<file path="src/rtl/wb_boot_loader_if.sv">
// ---------------------------------------------------------------------------
// wb_boot_loader_if
//
// Purpose: bundles the Wishbone B3 classic signals between the boot loader
// (master) and the shared program memory (slave).
//
// Signals:
//   wbm_adr_o  32  byte address, master -> slave
//   wbm_dat_o  32  write data, master -> slave
//   wbm_sel_o   4  byte selects, master -> slave
//   wbm_we_o    1  write enable, master -> slave
//   wbm_cyc_o   1  cycle, master -> slave
//   wbm_stb_o   1  strobe, master -> slave
//   wbm_dat_i  32  read data, slave -> master
//   wbm_ack_i   1  acknowledge, slave -> master
//   wbm_err_i   1  bus error, slave -> master
//
// Modports: master (boot loader side), slave (memory side).
// ---------------------------------------------------------------------------
interface wb_boot_loader_if;
  logic [31:0] wbm_adr_o;
  logic [31:0] wbm_dat_o;
  logic [3:0]  wbm_sel_o;
  logic        wbm_we_o;
  logic        wbm_cyc_o;
  logic        wbm_stb_o;
  logic [31:0] wbm_dat_i;
  logic        wbm_ack_i;
  logic        wbm_err_i;

  // Boot loader view: drives the request, receives the termination.
  modport master (
    output wbm_adr_o,
    output wbm_dat_o,
    output wbm_sel_o,
    output wbm_we_o,
    output wbm_cyc_o,
    output wbm_stb_o,
    input  wbm_dat_i,
    input  wbm_ack_i,
    input  wbm_err_i
  );

  // Memory view: receives the request, drives the termination.
  modport slave (
    input  wbm_adr_o,
    input  wbm_dat_o,
    input  wbm_sel_o,
    input  wbm_we_o,
    input  wbm_cyc_o,
    input  wbm_stb_o,
    output wbm_dat_i,
    output wbm_ack_i,
    output wbm_err_i
  );
endinterface

</file>
<file path="src/rtl/wb_boot_loader.sv">
// ---------------------------------------------------------------------------
// wb_boot_loader
//
// Purpose: Wishbone B3 classic master that copies a program image, one
// 32-bit word at a time, from a synchronous boot-image source into the
// shared program memory starting at BASE_ADDR. The CPU cores are held in
// reset (cpu_rst_o) until the copy finishes successfully.
//
// Parameters:
//   MEM_SIZE     memory size in bytes; a load may be at most MEM_SIZE/4 words
//   BASE_ADDR    byte address of the first destination word (word aligned)
//   ACK_TIMEOUT  cycles a bus access may wait for ack/err before aborting
//
// Ports:
//   wb_clk_i      in   1  clock
//   wb_rst_i      in   1  synchronous active-high reset
//   start_i       in   1  begin a load on its rising edge
//   load_words_i  in  32  number of words to copy, sampled at start
//   src_addr_o    out 32  word index into the image source
//   src_rd_o      out  1  source read strobe, data valid one cycle later
//   src_data_i    in  32  source read data
//   wbm           --   -  Wishbone master bundle (wb_boot_loader_if.master)
//   cpu_rst_o     out  1  holds the cores in reset until the load is done
//   done_o        out  1  load completed successfully
//   err_o         out  1  load aborted
//   err_code_o    out  2  0 none, 1 bus error, 2 timeout, 3 size/verify
//
// Optional feature: define WB_BOOT_LOADER_VERIFY_EN to read every word back
// after it is written and compare it with the value written. Without the
// macro no read cycles are ever issued and wbm_dat_i is ignored.
// ---------------------------------------------------------------------------
module wb_boot_loader #(
  parameter logic [31:0] MEM_SIZE    = 32'h0200_0000,
  parameter logic [31:0] BASE_ADDR   = 32'h0000_0000,
  parameter int unsigned ACK_TIMEOUT = 255
) (
  input  logic                    wb_clk_i,
  input  logic                    wb_rst_i,
  input  logic                    start_i,
  input  logic [31:0]             load_words_i,
  output logic [31:0]             src_addr_o,
  output logic                    src_rd_o,
  input  logic [31:0]             src_data_i,
  wb_boot_loader_if.master        wbm,
  output logic                    cpu_rst_o,
  output logic                    done_o,
  output logic                    err_o,
  output logic [1:0]              err_code_o
);

  localparam logic [2:0] ST_IDLE   = 3'd0;
  localparam logic [2:0] ST_FETCH  = 3'd1;
  localparam logic [2:0] ST_LATCH  = 3'd2;
  localparam logic [2:0] ST_WRITE  = 3'd3;
  localparam logic [2:0] ST_DONE   = 3'd4;
  localparam logic [2:0] ST_ERROR  = 3'd5;
  localparam logic [2:0] ST_VERIFY = 3'd6;

  localparam logic [1:0] CODE_NONE    = 2'd0;
  localparam logic [1:0] CODE_BUS_ERR = 2'd1;
  localparam logic [1:0] CODE_TIMEOUT = 2'd2;
  localparam logic [1:0] CODE_SIZE    = 2'd3;

  localparam logic [31:0] MAX_WORDS = MEM_SIZE >> 2;
  localparam logic [7:0]  TMO_LAST  = 8'(ACK_TIMEOUT - 1);

  logic [2:0]  state;
  logic        start_q;
  logic [31:0] words_n;
  logic [31:0] idx;
  logic [7:0]  tmo_cnt;

  logic [31:0] src_addr_r;
  logic        src_rd_r;
  logic [31:0] adr_r;
  logic [31:0] dat_r;
  logic [3:0]  sel_r;
  logic        we_r;
  logic        cyc_r;
  logic        stb_r;
  logic        cpu_rst_r;
  logic        done_r;
  logic        err_r;
  logic [1:0]  err_code_r;

  logic        start_rise;
  logic [31:0] idx_next;
  logic        last_word;
  logic [31:0] adr_next;
  logic        tmo_expired;

  // Helper terms shared by several states. start_i is a level, so only a
  // low-to-high change compared with the previous sample launches a load.
  // The destination address wraps naturally at 32 bits. The timeout fires
  // in the last allowed waiting cycle so that cyc stays high for exactly
  // ACK_TIMEOUT cycles before it drops.
  always_comb begin
    start_rise  = start_i & ~start_q;
    idx_next    = idx + 32'd1;
    last_word   = (idx_next == words_n);
    adr_next    = BASE_ADDR + {idx[29:0], 2'b00};
    tmo_expired = (tmo_cnt == TMO_LAST);
  end

  // Main sequencer. Every output is a register updated here. IDLE, DONE and
  // ERROR all accept a new start edge: the edge clears the previous outcome,
  // re-asserts the core reset and immediately runs the size checks, so an
  // empty load goes straight to DONE and an oversized one straight to ERROR
  // without touching the bus. Each word then walks FETCH (source read
  // strobe), LATCH (source data is valid, build the bus request) and WRITE
  // (wait for ack/err/timeout). With verification enabled a write ack turns
  // the still-open cycle into a read of the same address in VERIFY, and the
  // word only counts as copied once the readback matches.
  always_ff @(posedge wb_clk_i) begin
    if (wb_rst_i) begin
      state      <= ST_IDLE;
      start_q    <= 1'b0;
      words_n    <= 32'd0;
      idx        <= 32'd0;
      tmo_cnt    <= 8'd0;
      src_addr_r <= 32'd0;
      src_rd_r   <= 1'b0;
      adr_r      <= 32'd0;
      dat_r      <= 32'd0;
      sel_r      <= 4'h0;
      we_r       <= 1'b0;
      cyc_r      <= 1'b0;
      stb_r      <= 1'b0;
      cpu_rst_r  <= 1'b1;
      done_r     <= 1'b0;
      err_r      <= 1'b0;
      err_code_r <= CODE_NONE;
    end else begin
      start_q  <= start_i;
      src_rd_r <= 1'b0;

      case (state)
        ST_IDLE, ST_DONE, ST_ERROR: begin
          if (start_rise) begin
            words_n    <= load_words_i;
            idx        <= 32'd0;
            done_r     <= 1'b0;
            err_r      <= 1'b0;
            err_code_r <= CODE_NONE;
            cpu_rst_r  <= 1'b1;
            if (load_words_i == 32'd0) begin
              state     <= ST_DONE;
              done_r    <= 1'b1;
              cpu_rst_r <= 1'b0;
            end else if (load_words_i > MAX_WORDS) begin
              state      <= ST_ERROR;
              err_r      <= 1'b1;
              err_code_r <= CODE_SIZE;
            end else begin
              state      <= ST_FETCH;
              src_rd_r   <= 1'b1;
              src_addr_r <= 32'd0;
            end
          end
        end

        ST_FETCH: begin
          state <= ST_LATCH;
        end

        ST_LATCH: begin
          dat_r   <= src_data_i;
          adr_r   <= adr_next;
          sel_r   <= 4'hF;
          we_r    <= 1'b1;
          cyc_r   <= 1'b1;
          stb_r   <= 1'b1;
          tmo_cnt <= 8'd0;
          state   <= ST_WRITE;
        end

        ST_WRITE: begin
          if (wbm.wbm_err_i) begin
            cyc_r      <= 1'b0;
            stb_r      <= 1'b0;
            we_r       <= 1'b0;
            sel_r      <= 4'h0;
            state      <= ST_ERROR;
            err_r      <= 1'b1;
            err_code_r <= CODE_BUS_ERR;
          end else if (wbm.wbm_ack_i) begin
`ifdef WB_BOOT_LOADER_VERIFY_EN
            we_r    <= 1'b0;
            tmo_cnt <= 8'd0;
            state   <= ST_VERIFY;
`else
            cyc_r <= 1'b0;
            stb_r <= 1'b0;
            we_r  <= 1'b0;
            sel_r <= 4'h0;
            idx   <= idx_next;
            if (last_word) begin
              state     <= ST_DONE;
              done_r    <= 1'b1;
              cpu_rst_r <= 1'b0;
            end else begin
              state      <= ST_FETCH;
              src_rd_r   <= 1'b1;
              src_addr_r <= idx_next;
            end
`endif
          end else if (tmo_expired) begin
            cyc_r      <= 1'b0;
            stb_r      <= 1'b0;
            we_r       <= 1'b0;
            sel_r      <= 4'h0;
            state      <= ST_ERROR;
            err_r      <= 1'b1;
            err_code_r <= CODE_TIMEOUT;
          end else begin
            tmo_cnt <= tmo_cnt + 8'd1;
          end
        end

`ifdef WB_BOOT_LOADER_VERIFY_EN
        ST_VERIFY: begin
          if (wbm.wbm_err_i) begin
            cyc_r      <= 1'b0;
            stb_r      <= 1'b0;
            sel_r      <= 4'h0;
            state      <= ST_ERROR;
            err_r      <= 1'b1;
            err_code_r <= CODE_BUS_ERR;
          end else if (wbm.wbm_ack_i) begin
            cyc_r <= 1'b0;
            stb_r <= 1'b0;
            sel_r <= 4'h0;
            if (wbm.wbm_dat_i != dat_r) begin
              state      <= ST_ERROR;
              err_r      <= 1'b1;
              err_code_r <= CODE_SIZE;
            end else begin
              idx <= idx_next;
              if (last_word) begin
                state     <= ST_DONE;
                done_r    <= 1'b1;
                cpu_rst_r <= 1'b0;
              end else begin
                state      <= ST_FETCH;
                src_rd_r   <= 1'b1;
                src_addr_r <= idx_next;
              end
            end
          end else if (tmo_expired) begin
            cyc_r      <= 1'b0;
            stb_r      <= 1'b0;
            sel_r      <= 4'h0;
            state      <= ST_ERROR;
            err_r      <= 1'b1;
            err_code_r <= CODE_TIMEOUT;
          end else begin
            tmo_cnt <= tmo_cnt + 8'd1;
          end
        end
`endif

        default: begin
          state <= ST_IDLE;
          cyc_r <= 1'b0;
          stb_r <= 1'b0;
          we_r  <= 1'b0;
          sel_r <= 4'h0;
        end
      endcase
    end
  end

  // Registered state drives the ports and the Wishbone bundle directly.
  assign src_addr_o    = src_addr_r;
  assign src_rd_o      = src_rd_r;
  assign wbm.wbm_adr_o = adr_r;
  assign wbm.wbm_dat_o = dat_r;
  assign wbm.wbm_sel_o = sel_r;
  assign wbm.wbm_we_o  = we_r;
  assign wbm.wbm_cyc_o = cyc_r;
  assign wbm.wbm_stb_o = stb_r;
  assign cpu_rst_o     = cpu_rst_r;
  assign done_o        = done_r;
  assign err_o         = err_r;
  assign err_code_o    = err_code_r;

endmodule

</file>
<file path="src/flat_wrapper.sv">
// flat-port wrapper written by rule: the top's interface ports become plain ports
module wb_boot_loader_flat 
#(
  parameter logic [31:0] MEM_SIZE    = 32'h0200_0000,
  parameter logic [31:0] BASE_ADDR   = 32'h0000_0000,
  parameter int unsigned ACK_TIMEOUT = 255
)
  (wb_clk_i, wb_rst_i, start_i, load_words_i, src_addr_o, src_rd_o, src_data_i, cpu_rst_o, done_o, err_o, err_code_o, wbm_wbm_adr_o, wbm_wbm_dat_o, wbm_wbm_sel_o, wbm_wbm_we_o, wbm_wbm_cyc_o, wbm_wbm_stb_o, wbm_wbm_dat_i, wbm_wbm_ack_i, wbm_wbm_err_i);
  wb_boot_loader_if wbm_i ();
  input  logic wb_clk_i;
  input  logic wb_rst_i;
  input  logic start_i;
  input  logic [31:0] load_words_i;
  output logic [31:0] src_addr_o;
  output logic src_rd_o;
  input  logic [31:0] src_data_i;
  output logic cpu_rst_o;
  output logic done_o;
  output logic err_o;
  output logic [1:0] err_code_o;
  output wire logic [$bits(wbm_i.wbm_adr_o)-1:0] wbm_wbm_adr_o;
  output wire logic [$bits(wbm_i.wbm_dat_o)-1:0] wbm_wbm_dat_o;
  output wire logic [$bits(wbm_i.wbm_sel_o)-1:0] wbm_wbm_sel_o;
  output wire logic [$bits(wbm_i.wbm_we_o)-1:0] wbm_wbm_we_o;
  output wire logic [$bits(wbm_i.wbm_cyc_o)-1:0] wbm_wbm_cyc_o;
  output wire logic [$bits(wbm_i.wbm_stb_o)-1:0] wbm_wbm_stb_o;
  input wire logic [$bits(wbm_i.wbm_dat_i)-1:0] wbm_wbm_dat_i;
  input wire logic [$bits(wbm_i.wbm_ack_i)-1:0] wbm_wbm_ack_i;
  input wire logic [$bits(wbm_i.wbm_err_i)-1:0] wbm_wbm_err_i;
  assign wbm_wbm_adr_o = wbm_i.wbm_adr_o;
  assign wbm_wbm_dat_o = wbm_i.wbm_dat_o;
  assign wbm_wbm_sel_o = wbm_i.wbm_sel_o;
  assign wbm_wbm_we_o = wbm_i.wbm_we_o;
  assign wbm_wbm_cyc_o = wbm_i.wbm_cyc_o;
  assign wbm_wbm_stb_o = wbm_i.wbm_stb_o;
  assign wbm_i.wbm_dat_i = wbm_wbm_dat_i;
  assign wbm_i.wbm_ack_i = wbm_wbm_ack_i;
  assign wbm_i.wbm_err_i = wbm_wbm_err_i;
  wb_boot_loader #(.MEM_SIZE(MEM_SIZE), .BASE_ADDR(BASE_ADDR), .ACK_TIMEOUT(ACK_TIMEOUT)) u_core (.wb_clk_i(wb_clk_i), .wb_rst_i(wb_rst_i), .start_i(start_i), .load_words_i(load_words_i), .src_addr_o(src_addr_o), .src_rd_o(src_rd_o), .src_data_i(src_data_i), .wbm(wbm_i), .cpu_rst_o(cpu_rst_o), .done_o(done_o), .err_o(err_o), .err_code_o(err_code_o));
endmodule
</file>
<file path="config.mk">
export PLATFORM = sky130hd
export DESIGN_NAME = wb_boot_loader_flat
export DESIGN_NICKNAME = d
export VERILOG_FILES = /design/src/rtl/wb_boot_loader_if.sv /design/src/rtl/wb_boot_loader.sv /design/src/flat_wrapper.sv
export SDC_FILE = /design/constraint.sdc
export NUM_CORES = 1
export LEC_CHECK = 0
export CAP_MARGIN = 0
export CELL_PAD_IN_SITES_DETAIL_PLACEMENT = 1
export CELL_PAD_IN_SITES_GLOBAL_PLACEMENT = 1
export CORE_ASPECT_RATIO = 1.2
export CORE_MARGIN = 1.5
export CORE_UTILIZATION = 40
export CTS_CLUSTER_SIZE = 16
export DETAILED_ROUTE_END_ITERATION = 16
export PLACE_DENSITY = 0.95
export SYNTH_ARGS = -nofsm -noshare
export SYNTH_HDL_FRONTEND = slang
export SYNTH_SLANG_ARGS = --single-unit
</file>
<file path="constraint.sdc">
create_clock -name wb_clk_i -period 5.8 [get_ports wb_clk_i]
set_input_delay 1.45 -clock wb_clk_i [delete_from_list [all_inputs] [get_ports wb_clk_i]]
set_output_delay 1.45 -clock wb_clk_i [all_outputs]
set_load 0.05 [all_outputs]
</file>
* After elaboration in Yosys (flattened, before gate mapping)
Cells that the tools add are included.
** Word-level totals
- Register bits after elaboration :: 181
- Bits of input ports :: 101
- Output and inout bits :: 109
- Word-level logic and storage cells :: 118
** Cells by class
- Add/subtract/negate cells :: 2
- Magnitude comparators :: 1
- Equal/unequal tests :: 19
- Multiplexer cells :: 64
- Bitwise logic cells :: 3
- Reduce and logical (&&, ||, !) cells :: 14
** Operators with widths (count)
- 2-to-1 mux 32 bit :: 9
- case mux 32 bit (2 select lines) :: 2
- adder 32 x 1 -> 32 bit, second input constant :: 1
- equality test 32 bit :: 1
- greater-than comparator 32 x 24 -> 1 bit, second input constant :: 1
- zero test 32 bit :: 1
- 2-to-1 mux 1 bit :: 25
- 2-to-1 mux 8 bit :: 3
- 2-to-1 mux 3 bit :: 7
- case mux 8 bit (2 select lines) :: 1
- != test 2 bit, second input constant :: 7
- 2-to-1 mux 2 bit :: 6
- 2-to-1 mux 4 bit :: 3
- case mux 3 bit (4 select lines) :: 1
- case mux 4 bit (3 select lines) :: 1
- AND reduction 4 bit :: 3
- adder 8 x 1 -> 8 bit, second input constant :: 1
- equality test 8 bit, second input constant :: 1
- case mux 1 bit (2 select lines) :: 4
- AND reduction 7 bit :: 1
- equality test 3 x 2 -> 1 bit, second input constant :: 2
- equality test 3 bit, second input constant :: 2
- AND reduction 2 bit :: 3
- AND reduction 5 bit :: 1
- 13 further kinds :: 16

* Depth between registers and ports, before layout
Gate-level depths: netlist of run 1.
- Depth in word-level cells :: 6
- Gate-level depth with buffers :: 12
- Gate-level depth less buffers :: 10

* Least setup slack after synthesis of run 1
No wires, ideal clock.
- Path kind :: register -> register
- From :: register u_core.idx[0]
- To :: register u_core.src_addr_r[12], in the netlist u_core.src_addr_o[12]
- Setup time :: 0.121 ns
- Data arrival time :: 3.568 ns
- Required time :: 5.679 ns
- Slack :: 2.111 ns
- Cell stages (with the launch flop) :: 13
- Buffers on the path :: 4
- Period minus slack after synthesis :: 3.689 ns
- Cells stage by stage :: dfxtp_1 buf_2 and4_1 buf_2 nand4_4 or4_1 clkbuf_1 mux2i_1 or4_1 or4_4 o21ai_4 buf_8 mux2_4
** Between the ends
- Word-level cells in the longest chain between the ends :: 5
- Elaborated cells between the ends (all ways) :: 8
- Classes of those cells :: add/sub: 1; eq/ne: 2; mux: 4; reduce/logical: 1
** RTL lines
- from (decl) :: line wb_boot_loader.sv:70 : logic [31:0] idx;
- from (signal assigned) :: line wb_boot_loader.sv:196 : idx <= idx_next;
- adder 32 x 1 -> 32 bit * :: line wb_boot_loader.sv:99 : idx_next = idx + 32'd1;
- parallel branches: the longest is 4 deep, another holds equality test 32 bit
- to (signal assigned) :: line wb_boot_loader.sv:204 : src_addr_r <= idx_next;
- to (decl) :: line wb_boot_loader.sv:73 : logic [31:0] src_addr_r;
Mark *: on every way between the ends. The select of a mux whose other input is x is not followed.
A chain may end at the register's enable or synchronous reset.

* Worst setup path in the final report of run 1
- From :: register u_core.idx[5]
- To :: register u_core.src_addr_r[16], in the netlist u_core.src_addr_o[16]
The elaborated chain is that of the path after synthesis.

==> results.md, run 1 <==
* Status: complete, no violations
* Final setup fails at 0
* Die ar. at ~0.024 mm2
* Comb power frac at 26.9%
* Clk pin slew, worst setup/hold paths at 70 ps
* Htree depth at 4
* Internal power at 2.364 mW
* Worst path cell trace: and3_1 > nand4_4 > or4_1 > mux2i_1 > or4_1 > or4_4 > o21ai_4 > buf_4 > mux2i_1
* Synth Register Bits at 177
* Dpl cells at 1551
* Ys Warns at 0
* Register area share after synthesis at roughly two fifths
* Period minus WS final at 4767 ps
* R2r endpoint: u_core.src_addr_o[16]
* Rel. slew slack at 23.41%
* Clk pwr share at between 30% and 40%
* Tot GR Track Use at 27.92%
* Area occupied by multi-input gates at 0.005139 mm2
* Port Buffers at 175
* Worst clock skew at ~12 ps
* Min-Delay Path Class: reg2reg
* Post-CTS Setup Inserts at 0
* R2R depth at 9
* Average size of a mapped cell at approximately 7.7 um2
* First-pass GRT wire length at 51390 um
* Worst slew pin tran at 1149 ps
* Overall power at roughly 3.6 mW
* Die height at ~170 um
* Most common cell after layout, fill and taps aside: nand2_1
* Leakage Power at 4.201 nW
* VDD IR max at about 0.22 mV
* P per Cell Area at around 310 mW/mm2
* Global route total overflow at 0
* Initial DRC Count at 639
* Share of cells above drive strength 1 at 5.534%
* Vias/cell at about 5.8
* NetSw at 1.251 mW
* Crit path max-delay cell type: or4_1
* Wire per inst at 21.23 um
* CTS buffer count at 17
* WP data arrival at a little over 5000 ps
* CP Data Required Time at 6160 ps
* Post-route ant nets at 0
* DRC errors left at 0
* Post-CTS sizing at 0
* Clk_lat worst skew at ~440 ps
* Post-synthesis cell area at about 0.009 mm2
* CP endpoint: u_core.src_addr_o[16]
* Final HPWL DP at 23870 um
* Crit Path Class: reg2reg
* Fin. max-slew vios at 0
* CP Launch Type: register
* Sw frac at 34.61%
* Core Box Area at 0.02245 mm2
* Cell Count, Final, Fillers Out at between 1.5k and 2k
* Number of global-route vias before repair at a little over 9k
* Hold_buf cts at 0
* Cells after synthesis at 1185
* Number of flops mapped to enable cells by yosys at 0
* Seq pwr share at 38.6%
* Crit path launch: u_core.idx[5]
* Critical Path End Type: register
* Storage element area at 0.003543 mm2
* Fmax at 0.2098 GHz
* Nets at ~1.4k
* Placed cell areas at between 0.01 and 0.015 mm2
* Deepest clock path buffer count at 2
* Final WL at ~34000 um
* Commonest cells after routing, fill and taps aside: 261 x nand2_1, 177 x dfxtp_1, 174 x clkdlybuf4s50_1, 150 x a21oi_1, 68 x nor2_1
* # IOs at 210
* Synth-to-Final Area Change at 25.89%
* Unrepaired setup endpoints after global routing: no
* Cell variety after synth at 70
* Standard-cell rows at 60
* Detailed-route via count at 9117
* R2r setup slk at 1030 ps
* CTS tree: built
* Fillers at 2706
* Finished Cell Area at roughly 0.012 mm2
* Worst-path fanout max at 18
* Fraction of registers with async set/reset at 0%
* Initial antenna violation count at 0
* Final hold viol count at 0
* Fin Setup TNS at 0 ps
* Final Wtd Congestion at about 0.95
* MaxCap Viol Count at 0
* DRT Pass-1 Iters at 6
* CTS root buffer: clkbuf_16
* Hold Startpoint: u_core.wbm.wbm_adr_o[26]
* Initial core utilization at between 40% and 50%
* Critical R2R Launch: u_core.idx[5]
* Die X at 141.3 um
* Period utilization at 82.19%
* Top FF cell, synth: dfxtp_1
* Diodes inserted at 0
* Largest net degree at the start of global routing at 114
* CTS sink count at 177
* Critical Path Max Stage Delay at 730 ps
## stage by stage
stage	util, %	setup WS [ps]	hold slack (ps)
after floorplan	-	2111	447.8
after global placement	48.73	1189	441.2
after detailed placement	48.73	1066	447.0
after CTS	51.47	1062	456.4
after global routing	51.47	921.0	472.3
final	51.47	1033	453.0
## power groups by stage
stage | combinational [mW] | clock [mW] | sequential (mW)
4_1_cts | 0.975 | 1.26 | 1.39
2_1_floorplan | 0.528 | 0 | 1.53
6_report | 0.974 | 1.25 | 1.40
3_3_place_gp | 0.929 | 0 | 1.41
3_5_place_dp | 0.959 | 0 | 1.42
5_1_grt | 1.04 | 1.31 | 1.40
## critical path, delay by kind of cell, from the launching register on
| kind | cells | cell delay [ps] |
|---|---|---|
| buffers and inverters | 1 | 420 |
| and+or+nand+nor | 5 | 2640 |
| muxes | 2 | 430 |
| AOI/OAI and AO/OA | 1 | 630 |
| DFF | 1 | 570 |
## layout make-up
cell class / count / share of cell area, %
Inverter: 7 / 0.2274
Timing Repair Buffer: 191 / 16.29
Sequential cell: 177 / 30.67
Clock inverter: 8 / 1.332
Tap cell: 279 / 3.021
Multi-Input combinational cell: 897 / 44.48
Clock buffer: 21 / 3.985
## worst min-delay path by stage
stage                               end  slack, ps  depth (start not counted)
2_1_floorplan         u_core.words_n[0]        450                          2
3_3_place_gp    u_core.wbm.wbm_dat_o[6]        440                          2
3_5_place_dp   u_core.wbm.wbm_adr_o[22]        450                          2
4_1_cts        u_core.wbm.wbm_adr_o[26]        460                          2
5_1_grt        u_core.wbm.wbm_adr_o[24]        470                          2
6_report       u_core.wbm.wbm_adr_o[26]        450                          2
## Yosys cell counts, types with 2 or more instances
library cell / number / area (um2)
o221ai_1: 2 / 17.52
a2111oi_0: 2 / 17.52
a21oi_1: 150 / 750.7
nand4_4: 2 / 42.54
xor2_1: 31 / 271.5
nand3_1: 15 / 75.07
nor3b_1: 2 / 15.01
a2111o_1: 2 / 22.52
xnor3_1: 4 / 90.09
o211ai_1: 4 / 30.03
mux2_2: 3 / 33.78
nor3_1: 28 / 140.1
and3_1: 15 / 93.84
buf_6: 2 / 22.52
or4_1: 6 / 45.04
and2_1: 4 / 25.02
o22ai_1: 2 / 12.51
clkbuf_1: 72 / 270.3
mux2i_1: 31 / 310.3
inv_1: 7 / 26.28
o31ai_1: 3 / 22.52
nand2b_1: 36 / 225.2
o2111ai_1: 2 / 17.52
nand4_2: 2 / 25.02
nand4_1: 21 / 131.4
a31o_2: 2 / 17.52
xnor2_1: 33 / 289.0
buf_4: 13 / 97.59
nand3b_1: 4 / 30.03
or3_1: 20 / 125.1
and3b_1: 2 / 17.52
a31oi_1: 5 / 31.28
nand3_2: 3 / 30.03
o21ai_0: 44 / 220.2
ha_1: 3 / 37.54
nor2b_1: 17 / 106.4
nand2_1: 262 / 983.4
and4_1: 6 / 52.55
a22oi_1: 7 / 52.55
mux2_4: 4 / 60.06
nor2_1: 69 / 259.0
nor4_1: 24 / 150.1
dfxtp_1: 177 / 3543
buf_2: 16 / 80.08
## flip-flops by register name, summed over array words and instances (netlist names), 2 cells and up
name	flops
u_core.idx	32
u_core.src_addr_o	32
u_core.wbm.wbm_dat_o	32
u_core.words_n	32
u_core.wbm.wbm_adr_o	30
u_core.tmo_cnt	8
u_core.state	3
u_core.err_code_o	2
## per-layer routing
| metal | part of all wire, % | vias to the layer above | routed length, um | global-route usage, % |
|---|---|---|---|---|
| met5 | 0 | - | 0 | 0 |
| met4 | 5.5 | 0 | 1847 | 15.94 |
| met3 | 4.0 | 112 | 1358 | 4.215 |
| met2 | 52 | 301 | 17510 | 50.53 |
| met1 | 38 | 4439 | 12830 | 30.98 |
| li1 | - | 4265 | - | - |
## cells by family after synthesis
kind of cell | count (synthesis) | synth area share (%)
AO/OA/AOI/OAI | 240 | 14.77
XOR/XNOR | 68 | 7.089
adder cells (fa/ha/maj) | 3 | 0.4090
buffers and inverters | 112 | 5.617
flip-flops | 177 | 38.61
multiplexers | 39 | 4.526
other | 1 | 0.04086
AND/OR/NAND/NOR | 545 | 28.94
Power figures use the tool's default switching activity.
==> run 2: changes to the inputs <==
Settings changed: CORE_UTILIZATION 40 to 33, PLACE_DENSITY 0.95 to 0.85.
Clock period 5.8 ns to 4.3 ns, I/O delays scaled along.
==> results.md, run 2 (synthesized netlist as in run 1, its figures left out) <==
* Die X at 155.2 um (was 141.3 um)
* Deepest clock path buffer count at 2 (unchanged)
* Final WL at 34020 um (was 33550 um)
* First-pass GRT wire length at 51920 um (was 51390 um)
* Wire per inst at 19.97 um (was 21.23 um)
* Final HPWL DP at 25300 um (was 23870 um)
* CP Data Required Time at 4630 ps (was 6160 ps)
* Detailed-route via count at 9336 (was 9117)
* Status: complete, no violations (unchanged)
* DRC errors left at 0 (unchanged)
* Diodes inserted at 0 (unchanged)
* Share of cells above drive strength 1 at 9.831% (was 5.534%)
* Crit path max-delay cell type: dfxtp_1 (was or4_1)
* Global route total overflow at 0 (unchanged)
* Nets at 1455 (was 1395)
* Final setup fails at 0 (unchanged)
* Storage element area at 0.003543 mm2 (unchanged)
* Period minus WS final at 3845 ps (was 4767 ps)
* CTS buffer count at 17 (unchanged)
* Worst slew pin tran at 925.0 ps (was 1149 ps)
* Min-Delay Path Class: reg2reg (unchanged)
* Final hold viol count at 0 (unchanged)
* Fin Setup TNS at 0 ps (unchanged)
* Fillers at 3286 (was 2706)
* Initial antenna violation count at 0 (unchanged)
* CP Launch Type: register (unchanged)
* Number of global-route vias before repair at 9425 (was 9324)
* Leakage Power at 4.529 nW (was 4.201 nW)
* Most common cell after layout, fill and taps aside: nand2_1 (unchanged)
* Die ar. at 0.02882 mm2 (was 0.02387 mm2)
* Worst clock skew at 11.76 ps (was 12.02 ps)
* Commonest cells after routing, fill and taps aside: 261 x nand2_1, 177 x dfxtp_1, 174 x clkdlybuf4s50_1, 150 x a21oi_1, 74 x buf_4 (was 261 x nand2_1, 177 x dfxtp_1, 174 x clkdlybuf4s50_1, 150 x a21oi_1, 68 x nor2_1)
* Standard-cell rows at 66 (was 60)
* Clk pwr share at 35.7% (was 34.5%)
* Die height at 185.7 um (was 168.9 um)
* Crit Path Class: reg2reg (unchanged)
* P per Cell Area at 411.1 mW/mm2 (was 312.9 mW/mm2)
* NetSw at 1.673 mW (was 1.251 mW)
* DRT Pass-1 Iters at 5 (was 6)
* VDD IR max at 0.2016 mV (was 0.2218 mV)
* CTS root buffer: clkbuf_16 (unchanged)
* Critical Path Max Stage Delay at 510 ps (was 730 ps)
* Tot GR Track Use at 23.46% (was 27.92%)
* Rel. slew slack at 38.11% (was 23.41%)
* Clk pin slew, worst setup/hold paths at 70 ps (about the same)
* WP data arrival at 4180 ps (was 5130 ps)
* Initial core utilization at 33.68% (was 40.89%)
* Clk_lat worst skew at 440 ps (about the same)
* Final Wtd Congestion at 0.9512 (was 0.9503)
* Fin. max-slew vios at 0 (unchanged)
* Synth-to-Final Area Change at 32.46% (was 25.89%)
* Sw frac at 33.49% (was 34.61%)
* # IOs at 210 (unchanged)
* Worst-path fanout max at 12 (was 18)
* Port Buffers at 175 (unchanged)
* Post-route ant nets at 0 (unchanged)
* Critical Path End Type: register (unchanged)
* Largest net degree at the start of global routing at 66 (was 114)
* Htree depth at 4 (unchanged)
* Fmax at 0.2601 GHz (was 0.2098 GHz)
* Vias/cell at 5.482 (was 5.770)
* Area occupied by multi-input gates at 0.005141 mm2 (was 0.005139 mm2)
* Comb power frac at 26.8% (was 26.9%)
* Overall power at 4.997 mW (was 3.615 mW)
* Seq pwr share at 37.5% (was 38.6%)
* Worst path cell trace: ha_1 > nand3_1 > buf_4 > or3_1 > o31ai_1 > a21oi_1 > nor4_1 > nand4_1 > o21ai_4 > buf_12 > buf_4 > mux2_4 (was and3_1 > nand4_4 > or4_1 > mux2i_1 > or4_1 > or4_4 > o21ai_4 > buf_4 > mux2i_1)
* Internal power at 3.324 mW (was 2.364 mW)
* CTS sink count at 177 (unchanged)
* Period utilization at 89.41% (was 82.19%)
* Unrepaired setup endpoints after global routing: no (unchanged)
* Initial DRC Count at 630 (was 639)
* Core Box Area at 0.02725 mm2 (was 0.02245 mm2)
* Most numerous cell on the critical path: buf_4
* CTS tree: built (unchanged)
* MaxCap Viol Count at 0 (unchanged)
[run 2: stage by stage]
step / utilization [%] / hold slack (ps) / setup slack (ps) / instances / area, um2
final: 44.61 / 455.0 / 455.3 / 1703 / 12160
after global routing: 44.61 / 479.6 / 282.0 / 1703 / 12160
after CTS: 44.35 / 456.6 / 211.6 / 1696 / 12090
after detailed placement: 41.92 / 447.5 / 251.1 / 1665 / 11420
after global placement: 41.92 / 441.5 / 369.0 / 1665 / 11420
after floorplan: - / 447.8 / 611.0 / 1186 / 9181
[run 2: worst max-delay path: cells and delay by family (launching register included)]
kind / cells / cell delay (ps)
AOI/OAI and AO/OA: 3 / 790
buffers and inverters: 3 / 510
adders and majority gates: 1 / 330
DFF: 1 / 510
muxes: 1 / 280
and+or+nand+nor: 4 / 1290
[run 2: final timing paths]
path / to / startpoint / cells after the start / slack [ps]
max: u_core.src_addr_o[12] / u_core.idx[0] / 12 / 460
min: u_core.wbm.wbm_dat_o[2] / u_core.wbm.wbm_dat_o[2] / 2 / 460
max reg2reg: u_core.src_addr_o[12] / u_core.idx[0] / 12 / 460
min reg2reg: u_core.wbm.wbm_dat_o[2] / u_core.wbm.wbm_dat_o[2] / 2 / 460
[run 2: area by class of cell]
type                            instances  area share [%]
Multi-Input combinational cell        897           42.29
Sequential cell                       177           29.15
Timing Repair Buffer                  251           19.39
Clock buffer                           19           3.561
Tap cell                              340           3.499
Clock inverter                         12           1.894
Inverter                                7          0.2161
[run 2: power by group through the flow]
stage	Clock, mW	Sequential, mW	Combinational, mW
after global placement	0	1.90	1.28
after floorplan	0	2.07	0.712
final	1.78	1.88	1.34
after CTS	1.81	1.87	1.32
after detailed placement	0	1.91	1.31
after global routing	1.89	1.89	1.44
[run 2: timing repair]
item                                    CTS  global route
gates resized for setup                   0             1
hold buffers                              0             0
buffers inserted                          0             7
endpoints found under the hold margin     0             0
endpoints found under the setup margin    0             1
[run 2: routing by layer]
metal	vias up	track usage (%)	routed length, um
met2	263	43.10	17700
met5	-	0	0
li1	4382	-	-
met4	0	12.11	1525
met3	82	3.027	1263
met1	4609	26.52	13520
